## src/rtl/load_store_unit.sv

```systemverilog
// Multi-cycle load/store unit between the core datapath and the memory bus.
// Handles sized and extended accesses, byte enables, misalignment and ack timeout.
module load_store_unit #(
    parameter int unsigned DATA_WIDTH     = 32,
    parameter int unsigned ADDR_WIDTH     = 32,
    parameter int unsigned TIMEOUT_CYCLES = 255
) (
    input  logic                    clk,
    input  logic                    reset,
    input  logic                    req,
    input  logic                    we,
    input  logic [2:0]              funct3,
    input  logic [ADDR_WIDTH-1:0]   addr,
    input  logic [DATA_WIDTH-1:0]   wdata,
    output logic                    busy,
    output logic                    done,
    output logic [DATA_WIDTH-1:0]   rdata,
    output logic                    misaligned,
    output logic                    bus_error,
    output logic                    memory_read,
    output logic                    memory_write,
    output logic [ADDR_WIDTH-1:0]   address,
    output logic [DATA_WIDTH-1:0]   write_data,
    output logic [DATA_WIDTH/8-1:0] byte_enable,
    input  logic [DATA_WIDTH-1:0]   read_data,
    input  logic                    ack
);
    localparam int unsigned BE_W   = DATA_WIDTH / 8;
    localparam int unsigned LANE_W = $clog2(BE_W);
    localparam int unsigned CNT_W  = 16;
    localparam logic [CNT_W-1:0] CNT_LAST = CNT_W'(TIMEOUT_CYCLES - 1);

    typedef enum logic [1:0] {S_IDLE, S_REQ, S_DONE} state_t;

    state_t                r_state, w_state_nxt;
    logic                  r_busy, r_done, r_misaligned, r_bus_error, r_rd, r_wr;
    logic [DATA_WIDTH-1:0] r_rdata, r_wdata;
    logic [ADDR_WIDTH-1:0] r_address;
    logic [BE_W-1:0]       r_be;
    logic                  r_we, r_zext;
    logic [1:0]            r_size;
    logic [LANE_W-1:0]     r_lane;
    logic [CNT_W-1:0]      r_cnt;

    logic                  w_busy_nxt, w_done_nxt, w_mis_nxt, w_berr_nxt, w_rd_nxt, w_wr_nxt;
    logic [DATA_WIDTH-1:0] w_rdata_nxt, w_wdata_nxt;
    logic [ADDR_WIDTH-1:0] w_address_nxt;
    logic [BE_W-1:0]       w_be_nxt;
    logic                  w_we_nxt, w_zext_nxt;
    logic [1:0]            w_size_nxt;
    logic [LANE_W-1:0]     w_lane_nxt;
    logic [CNT_W-1:0]      w_cnt_nxt;

    logic                  w_misaligned;
    logic [LANE_W-1:0]     w_lane;
    logic [BE_W-1:0]       w_be_mask;
    logic [DATA_WIDTH-1:0] w_wdata_rep;
    logic [DATA_WIDTH-1:0] w_shifted;
    logic [DATA_WIDTH-1:0] w_load;

    assign w_lane = addr[LANE_W-1:0];

    // Request decode: alignment, lane mask and replicated store data
    always_comb begin
        w_misaligned = 1'b0;
        w_be_mask    = BE_W'(8'h01);
        w_wdata_rep  = wdata;
        case (funct3[1:0])
            2'd0: begin
                w_be_mask   = BE_W'(8'h01);
                w_wdata_rep = {BE_W{wdata[7:0]}};
            end
            2'd1: begin
                w_misaligned = addr[0];
                w_be_mask    = BE_W'(8'h03);
                w_wdata_rep  = {(BE_W/2){wdata[15:0]}};
            end
            2'd2: begin
                w_misaligned = |addr[1:0];
                w_be_mask    = BE_W'(8'h0F);
                w_wdata_rep  = {(BE_W/4){wdata[31:0]}};
            end
            default: begin
                // A double access cannot be served on a 32-bit bus at all
                w_misaligned = (DATA_WIDTH == 32) || (|addr[2:0]);
                w_be_mask    = BE_W'(8'hFF);
                w_wdata_rep  = wdata;
            end
        endcase
    end

    assign w_shifted = read_data >> {r_lane, 3'b000};

    // Load extraction from the latched size, lane and extension mode
    always_comb begin
        case (r_size)
            2'd0:    w_load = r_zext ? DATA_WIDTH'(w_shifted[7:0])
                                     : DATA_WIDTH'($signed(w_shifted[7:0]));
            2'd1:    w_load = r_zext ? DATA_WIDTH'(w_shifted[15:0])
                                     : DATA_WIDTH'($signed(w_shifted[15:0]));
            2'd2:    w_load = r_zext ? DATA_WIDTH'(w_shifted[31:0])
                                     : DATA_WIDTH'($signed(w_shifted[31:0]));
            default: w_load = w_shifted;
        endcase
    end

    // State and output registers
    always_ff @(posedge clk or negedge reset) begin
        if (!reset) begin
            r_state      <= S_IDLE;
            r_busy       <= 1'b0;
            r_done       <= 1'b0;
            r_misaligned <= 1'b0;
            r_bus_error  <= 1'b0;
            r_rd         <= 1'b0;
            r_wr         <= 1'b0;
            r_rdata      <= '0;
            r_wdata      <= '0;
            r_address    <= '0;
            r_be         <= '0;
            r_we         <= 1'b0;
            r_zext       <= 1'b0;
            r_size       <= 2'd0;
            r_lane       <= '0;
            r_cnt        <= '0;
        end else begin
            r_state      <= w_state_nxt;
            r_busy       <= w_busy_nxt;
            r_done       <= w_done_nxt;
            r_misaligned <= w_mis_nxt;
            r_bus_error  <= w_berr_nxt;
            r_rd         <= w_rd_nxt;
            r_wr         <= w_wr_nxt;
            r_rdata      <= w_rdata_nxt;
            r_wdata      <= w_wdata_nxt;
            r_address    <= w_address_nxt;
            r_be         <= w_be_nxt;
            r_we         <= w_we_nxt;
            r_zext       <= w_zext_nxt;
            r_size       <= w_size_nxt;
            r_lane       <= w_lane_nxt;
            r_cnt        <= w_cnt_nxt;
        end
    end

    // Next state; a misaligned request spends one strobe-free cycle in REQ
    // so its done lands at the same latency as the fastest bus access
    always_comb begin
        w_state_nxt = r_state;
        case (r_state)
            S_IDLE:  if (req) w_state_nxt = S_REQ;
            S_REQ:   if (r_misaligned || ack || (r_cnt == CNT_LAST)) w_state_nxt = S_DONE;
            S_DONE:  w_state_nxt = S_IDLE;
            default: w_state_nxt = S_IDLE;
        endcase
    end

    // Next values of all registered outputs and request context
    always_comb begin
        w_busy_nxt    = (w_state_nxt != S_IDLE);
        w_done_nxt    = (w_state_nxt == S_DONE);
        w_mis_nxt     = r_misaligned;
        w_berr_nxt    = r_bus_error;
        w_rd_nxt      = r_rd;
        w_wr_nxt      = r_wr;
        w_rdata_nxt   = r_rdata;
        w_wdata_nxt   = r_wdata;
        w_address_nxt = r_address;
        w_be_nxt      = r_be;
        w_we_nxt      = r_we;
        w_zext_nxt    = r_zext;
        w_size_nxt    = r_size;
        w_lane_nxt    = r_lane;
        w_cnt_nxt     = r_cnt;
        case (r_state)
            S_IDLE: begin
                if (req) begin
                    w_we_nxt   = we;
                    w_zext_nxt = funct3[2];
                    w_size_nxt = funct3[1:0];
                    w_lane_nxt = w_lane;
                    w_mis_nxt  = w_misaligned;
                    w_berr_nxt = 1'b0;
                    w_cnt_nxt  = '0;
                    if (!w_misaligned) begin
                        w_rd_nxt      = !we;
                        w_wr_nxt      = we;
                        w_address_nxt = {addr[ADDR_WIDTH-1:LANE_W], LANE_W'(0)};
                        w_be_nxt      = w_be_mask << w_lane;
                        w_wdata_nxt   = w_wdata_rep;
                    end
                end
            end
            S_REQ: begin
                if (!r_misaligned) begin
                    w_cnt_nxt = r_cnt + CNT_W'(1);
                    if (ack) begin
                        w_rd_nxt = 1'b0;
                        w_wr_nxt = 1'b0;
                        if (!r_we) w_rdata_nxt = w_load;
                    end else if (r_cnt == CNT_LAST) begin
                        w_rd_nxt   = 1'b0;
                        w_wr_nxt   = 1'b0;
                        w_berr_nxt = 1'b1;
                    end
                end
            end
            default: ;
        endcase
    end

    assign busy         = r_busy;
    assign done         = r_done;
    assign rdata        = r_rdata;
    assign misaligned   = r_misaligned;
    assign bus_error    = r_bus_error;
    assign memory_read  = r_rd;
    assign memory_write = r_wr;
    assign address      = r_address;
    assign write_data   = r_wdata;
    assign byte_enable  = r_be;

endmodule

```

## config.mk

```make
export PLATFORM = sky130hd
export DESIGN_NAME = load_store_unit
export DESIGN_NICKNAME = d
export VERILOG_FILES = /design/src/rtl/load_store_unit.sv
export SDC_FILE = /design/constraint.sdc
export NUM_CORES = 1
export LEC_CHECK = 0
export CAP_MARGIN = 25
export CORE_ASPECT_RATIO = 1.75
export CORE_MARGIN = 2
export CORE_UTILIZATION = 41
export DETAILED_ROUTE_END_ITERATION = 10
export PLACE_DENSITY = 0.87
export SETUP_SLACK_MARGIN = 0.5
export SLEW_MARGIN = 20
export SYNTH_ARGS = -nofsm -noshare
export SYNTH_HDL_FRONTEND = slang
export SYNTH_SLANG_ARGS = --single-unit
```

## constraint.sdc

```tcl
create_clock -name clk -period 1.9 [get_ports clk]
set_input_delay 0.475 -clock clk [delete_from_list [all_inputs] [get_ports clk]]
set_output_delay 0.475 -clock clk [all_outputs]
set_load 0.01 [all_outputs]
```

==> results of run 1 <==
-- registers in the layout, indices dropped and copies added, names as in the netlist --
| name | flops |
|---|---|
| busy | 1 |
| r_size | 2 |
| address | 30 |
| r_cnt | 16 |
| r_we | 1 |
| bus_error | 1 |
| done | 1 |
| misaligned | 1 |
| r_zext | 1 |
| r_lane | 2 |
| r_state | 2 |
| memory_write | 1 |
| byte_enable | 4 |
| rdata | 32 |
| write_data | 32 |
| memory_read | 1 |
-- worst max-delay path by stage --
stage	endpoint	cells after the start	slack (ns)	from
final	r_cnt[15]$_DFFE_PN0P_	4	-0.02	r_cnt[1]$_DFFE_PN0P_
after global routing	rdata[22]$_DFFE_PN0P_	4	-0.10	misaligned$_DFFE_PN0P_
after CTS	r_cnt[15]$_DFFE_PN0P_	5	0.12	r_state[0]$_DFF_PN0_
after detailed placement	r_cnt[14]$_DFFE_PN0P_	5	-0.35	req
after global placement	rdata[17]$_DFFE_PN0P_	6	-0.27	read_data[31]
after floorplan	rdata[4]$_DFFE_PN0P_	6	0.04	r_state[1]$_DFF_PN0_
-- power by group --
| group | total (uW) | switching [uW] | internal [uW] |
|---|---|---|---|
| Clock | 3160 | 1340 | 1820 |
| Sequential | 4770 | 912 | 3860 |
| Combinational | 9620 | 4490 | 5130 |
-- area by class of cell --
class	instances	area, um2	area share
diodes	1	2.50	0.000216
clock buffers	18	429	0.0371
clock inverters	14	135	0.0117
inverters	4	15.0	0.00130
multi-input cells	467	3690	0.319
flip-flops and latches	128	3210	0.278
well taps	180	225	0.0195
repair buffers	389	3860	0.334
-- worst max-delay path, stage by stage, from the launching register on --
cell,delay (ns)
dfrtp_1,0.50
nand3_2,0.22
a2111o_1,0.53
or3_1,0.39
mux2i_1,0.19
-- per-stage QoR --
stage	util	total power, uW	TNS, ns	hold WS, ns	worst slack [ns]
after CTS	0.678	14400	0	0.474	0.116
after global placement	0.603	10500	-21.03	0.379	-0.274
after floorplan	-	7360	0	0.179	0.0397
final	0.800	17600	-0.0328	0.460	-0.0222
after detailed placement	0.603	10700	-23.85	0.382	-0.354
after global routing	0.800	18300	-0.255	0.493	-0.101
-- kinds of logic (layout without fill, tap and decap cells) --
family	after synthesis	after routing
compound gates	119	119
xor+xnor	3	3
fa+ha+maj	2	2
buf+inv	49	425
flops	128	128
mux	60	60
other cells	1	3
simple gates	281	281
-- cell usage in the layout, fill, tap and decap left out, types with 15 or more instances in the layout --
cell | netlist | layout
nand2_4 | 0 | 46
clkbuf_16 | 0 | 28
buf_6 | 2 | 74
nor2_1 | 27 | 23
o21ai_1 | 1 | 15
clkdlybuf4s50_1 | 0 | 96
dfrtp_1 | 128 | 124
o21ai_2 | 0 | 17
nand2_2 | 0 | 55
nand2_1 | 182 | 81
buf_2 | 10 | 53
a21oi_1 | 32 | 19
mux2i_1 | 41 | 38
buf_4 | 2 | 122
-- synth_stat cells, types with 2 or more instances --
cell       count  share of area
dfrtp_1      128           0.53
or3_1          6         0.0062
a21oi_1       32          0.026
ha_1           2         0.0041
clkbuf_1      30          0.019
nand4_1        3         0.0031
and3_1         4         0.0041
buf_2         10         0.0082
o211ai_1       3         0.0037
o311ai_1       3         0.0043
o2111ai_1      2         0.0029
nand2b_1       9         0.0093
buf_4          2         0.0025
nor2b_1       12          0.012
o31ai_1        5         0.0062
o2bb2ai_1      6         0.0086
nand2_1      182           0.11
mux2_2        17          0.031
o311ai_0       6         0.0086
mux2i_1       41          0.067
nor2_1        27          0.017
o21ai_0       41          0.034
inv_1          4         0.0025
nand3_1       22          0.018
nor3_1         3         0.0025
or4_1          3         0.0037
a211oi_1       7         0.0086
buf_6          2         0.0037
o21a_1         3         0.0037
xnor2_1        2         0.0029
-- timing repair --
item                                   CTS  global route
gates resized for setup                515           301
pin swaps                               20           127
buffers inserted                        57            55
cloned                                   7            13
endpoints found under the hold margin   17             0
setup endpoints to repair              231           230
hold buffers                             1             0
-- routing by layer --
| metal | track usage | up-vias |
|---|---|---|
| li1 | - | 2960 |
| met1 | 0.287 | 3318 |
| met2 | 0.479 | 443 |
| met3 | 0.0513 | 168 |
| met4 | 0.194 | 0 |
| met5 | 0 | - |
==> results.toml, run 1 <==
[synth]
ys_ff_latch = 128
async_reset_ff_frac = 1.00
synth_simple_gate_area_frac = 0.202
syn_avg_cell_area_um2 = 9.46
synthAdderAreaFrac = 0.00411
synth.yosys.seq_area_share = 0.526
synth_mux_area_frac = 0.104
synthFlopType = "dfrtp_1"
syn_area_mm2 = 0.00608
synth_warnings = 0
syn_inst = 643
synth-compound-area-share = 0.122
synth-edff-count = 0
synth_top_family_by_area = "simple AND/OR/NAND/NOR gates"
post_synth_xor_area_fraction = 0.00432
yosysUniqueCellTypes = 56

[final_layout]
drive_gt1_frac = 0.516
fillers = 779
finalNonFillerCells = 1201
syn_to_final_growth_pct = 90.0
nNetsFinal = 1113
stdcell_area_mm2 = 0.0116

[critical_path]
cp-end-kind = "register"
path_max_fanout = 5
reg2reg_depth = 4
crit-reg2reg-launch = "r_cnt[1]$_DFFE_PN0P_"
start_kind = "register"
critPathKind = "reg -> reg"
r2r_setup_slack_ns = -0.02
crit_arrival_ns = 2.25
cp.required_ns = 2.23
crit-reg2reg-capture = "r_cnt[15]$_DFFE_PN0P_"

[placement]
dp_cells = 1035
io_buffer_count = 207
place_area_mm2 = 0.00871
gp_congestion = 0.910
hpwl_mm = 13.5

[cts]
path_clk_slew_ns = 0.06
clk_path_buf_depth = 2
cts_buffers = 17
cts-htree-levels = 4
cts_root_buffer = "clkbuf_16"
clk_latency_ns = 0.42
numClockSinks = 128
cts_tree = "yes"

[timing]
fin_crit_sh = 1.01
finalClockSkew_ns = 0.0120
slew_headroom = 0.653
hold_violations = 0
finalSetupViolCount = 4
timing.fmax_ghz = 0.520
setup_ws_ns = -0.0222
rsz0062_at_grt = "true"
drv_slew = 0
min_period_ns = 1.92
tightest_slew_ns = 0.520

[detailed_routing]
vias = 6889
wl_met2_mm = 14.0
final_antenna_net_count = 0
drt_iter0_drc = 441
via_per_inst = 5.74
top_layer = "met4"
avgRoutedWirePerCell_um = 21.9
wirelength_mm = 26.3
drc = 0
wl_met3_mm = 1.52
drt-pass1-iter-count = 7
wl_met1_mm = 8.46

[power]
leakagePower_uw = 0.00558
ir_worst_vdd_uv = 859
power_density_mw_per_mm2 = 1520

[run_status]
violations = "setup timing"
status = "finished with violations"

[floorplanning]
initial_utilization = 0.421
dieWidth_um = 96.1
rows = 58
io_pins = 210
die_area_mm2 = 0.0159
die_h_um = 165
core_mm2 = 0.0144

[global_route]
grt_pass1_wl_mm = 33.0
grt_usage = 0.274
grt_pass1_vias = 6512
grt_max_degree = 46
antenna_found_initial = 1
grt-ovfl-total = 0

[worst_hold_path]
hp-class = "reg -> reg"
min_path_cells = 2
holdCritStartpoint = "address[10]$_DFFE_PN0P_"
hold_end = "address[10]$_DFFE_PN0P_"

[job]
max-cap-violations = 0
Power figures use the tool's default switching activity.
==> inputs of run 2 (changes only) <==
--- a/config.mk
+++ b/config.mk
@@ -8,9 +8,10 @@
 export CAP_MARGIN = 25
 export CORE_ASPECT_RATIO = 1.75
 export CORE_MARGIN = 2
-export CORE_UTILIZATION = 41
+export CORE_UTILIZATION = 57
 export DETAILED_ROUTE_END_ITERATION = 10
-export PLACE_DENSITY = 0.87
+export DONT_BUFFER_PORTS = 1
+export PLACE_DENSITY = 0.86
 export SETUP_SLACK_MARGIN = 0.5
 export SLEW_MARGIN = 20
 export SYNTH_ARGS = -nofsm -noshare
==> run 2 against run 1 <==
Compared with the run above:
- the run ends with hold timing, setup timing left
- flip-flop and latch count unchanged
- largest power group unchanged
- final area down 26%
- power down 19%
==> results.toml, run 2 (same netlist as run 1, synthesis figures left out) <==
[timing]
drv_slew = 0
tightest_slew_ns = 0.631
rsz0062_at_grt = "true"
fin_crit_sh = 1.01
slew_headroom = 0.578
min_period_ns = 1.92
setup_ws_ns = -0.0205
finalClockSkew_ns = 0.0165
tns_ns = -0.0205
hold_violations = 128
timing.fmax_ghz = 0.521
finalSetupViolCount = 1
holdWs_ns = -0.248

[detailed_routing]
drc = 0
via_per_inst = 6.83
wirelength_mm = 22.8
avgRoutedWirePerCell_um = 26.4
vias = 5894
final_antenna_net_count = 0
drt_iter0_drc = 581
drt-pass1-iter-count = 8

[final_layout]
mostFrequentLayoutCell = "nand2_1"
antenna_cells = 0
nNetsFinal = 829
finalNonFillerCells = 863
syn_to_final_growth_pct = 40.9
final_cell_mix = "nand2_1, dfrtp_1, buf_4"
finish.utilization = 0.827
fillers = 539
drive_gt1_frac = 0.353

[worst_hold_path]
hp-class = "in -> async"

[critical_path]
crit_family = "simple AND/OR/NAND/NOR gates"
path_max_fanout = 6
reg2reg_depth = 5
cp.required_ns = 2.16
crit_path_top_delay_cell = "or3_4"
crit_arrival_ns = 2.19
worstPathCellList = "or3b_4 > or3_4 > buf_16 > nand2_1 > o311ai_4"
worst-path-stages = 5
cpPeakStageDelay_ns = 0.44
cp-end-kind = "register"
crit_buf_inv = 1
critPathKind = "reg -> reg"
start_kind = "register"

[floorplanning]
core_mm2 = 0.0104
initial_utilization = 0.587
die_area_mm2 = 0.0115
rows = 49
die_h_um = 141
dieWidth_um = 82.1
io_pins = 210

[job]
max-cap-violations = 0

[global_route]
grt_max_degree = 129
grt_pass1_wl_mm = 30.5
grt_pass1_vias = 5938
grt-ovfl-total = 0
antenna_found_initial = 0
grt_usage = 0.354

[cts]
cts_buffers = 17
numClockSinks = 128
clk_latency_ns = 0.41
cts_tree = "yes"
cts-htree-levels = 4
cts_root_buffer = "clkbuf_16"
clk_path_buf_depth = 2
path_clk_slew_ns = 0.06

[run_status]
status = "finished with violations"
violations = "hold timing, setup timing"

[placement]
dp_cells = 752
io_buffer_count = 0
hpwl_mm = 11.6
gp_congestion = 0.946
dp_slack_ns = -0.0688

[power]
ir_worst_vdd_uv = 1130
power_density_mw_per_mm2 = 1660
leakagePower_uw = 0.00400
-- run 2: cell types whose count changed in the layout (fill, tap and decap cells not counted), moves of 6 or more --
cell	before	now
nand2_2	55	19
buf_6	74	23
o21ai_2	17	8
o21ai_0	7	13
nand2_1	81	163
clkbuf_16	28	21
buf_2	53	0
buf_4	122	52
clkdlybuf4s50_1	96	0
nand2_4	46	0
o21ai_4	3	9
-- run 2: through the flow --
stage          instance area, um2  total power (uW)
6_report                     8570             14200
3_5_place_dp                 6360              8320
4_1_cts                      7830             12800
2_1_floorplan                6190              7360
5_1_grt                      8570             14700
3_3_place_gp                 6360              8060
-- run 2: per-layer routing --
metal,wire length [um],vias up,GRT usage
li1,-,2402,-
met1,7070,2858,0.357
met2,11800,485,0.593
met3,2210,149,0.106
met4,1720,0,0.265
met5,0,-,0
-- run 2: final cells by class --
type,instances,area [um2],area share
Clock inverter,12,145,0.0169
Multi-Input combinational cell,475,3430,0.400
Timing Repair Buffer,97,1150,0.134
Clock buffer,20,467,0.0545
Tap cell,127,159,0.0185
Sequential cell,128,3210,0.374
Inverter,4,17.5,0.00204
-- run 2: final timing paths --
check / startpoint / to / slack, ns
worst max register to register: misaligned$_DFFE_PN0P_ / rdata[20]$_DFFE_PN0P_ / -0.02
min in group clk: addr[0] / byte_enable[0]$_DFFE_PN0P_ / 0.15
max in group asynchronous: reset / r_lane[0]$_DFFE_PN0P_ / 1.83
worst min register to register: r_size[0]$_DFFE_PN0P_ / r_size[0]$_DFFE_PN0P_ / 0.54
worst max-delay path: misaligned$_DFFE_PN0P_ / rdata[20]$_DFFE_PN0P_ / -0.02
worst min-delay path: reset / rdata[4]$_DFFE_PN0P_ / -0.25
-- run 2: timing repair --
item / in CTS / in global routing
endpoints found under the setup margin: 126 / 128
cloned: 15 / 4
gates resized for setup: 98 / 106
hold endpoints to repair: 128 / 128
setup buffers: 31 / 29
pin swaps: 43 / 27
-- run 2: power breakdown --
group / total, uW / internal (uW) / switching [uW]
logic: 5420 / 2600 / 2820
clock network: 3400 / 2070 / 1330
registers: 5380 / 3860 / 1520
total: 14200 / 8520 / 5680
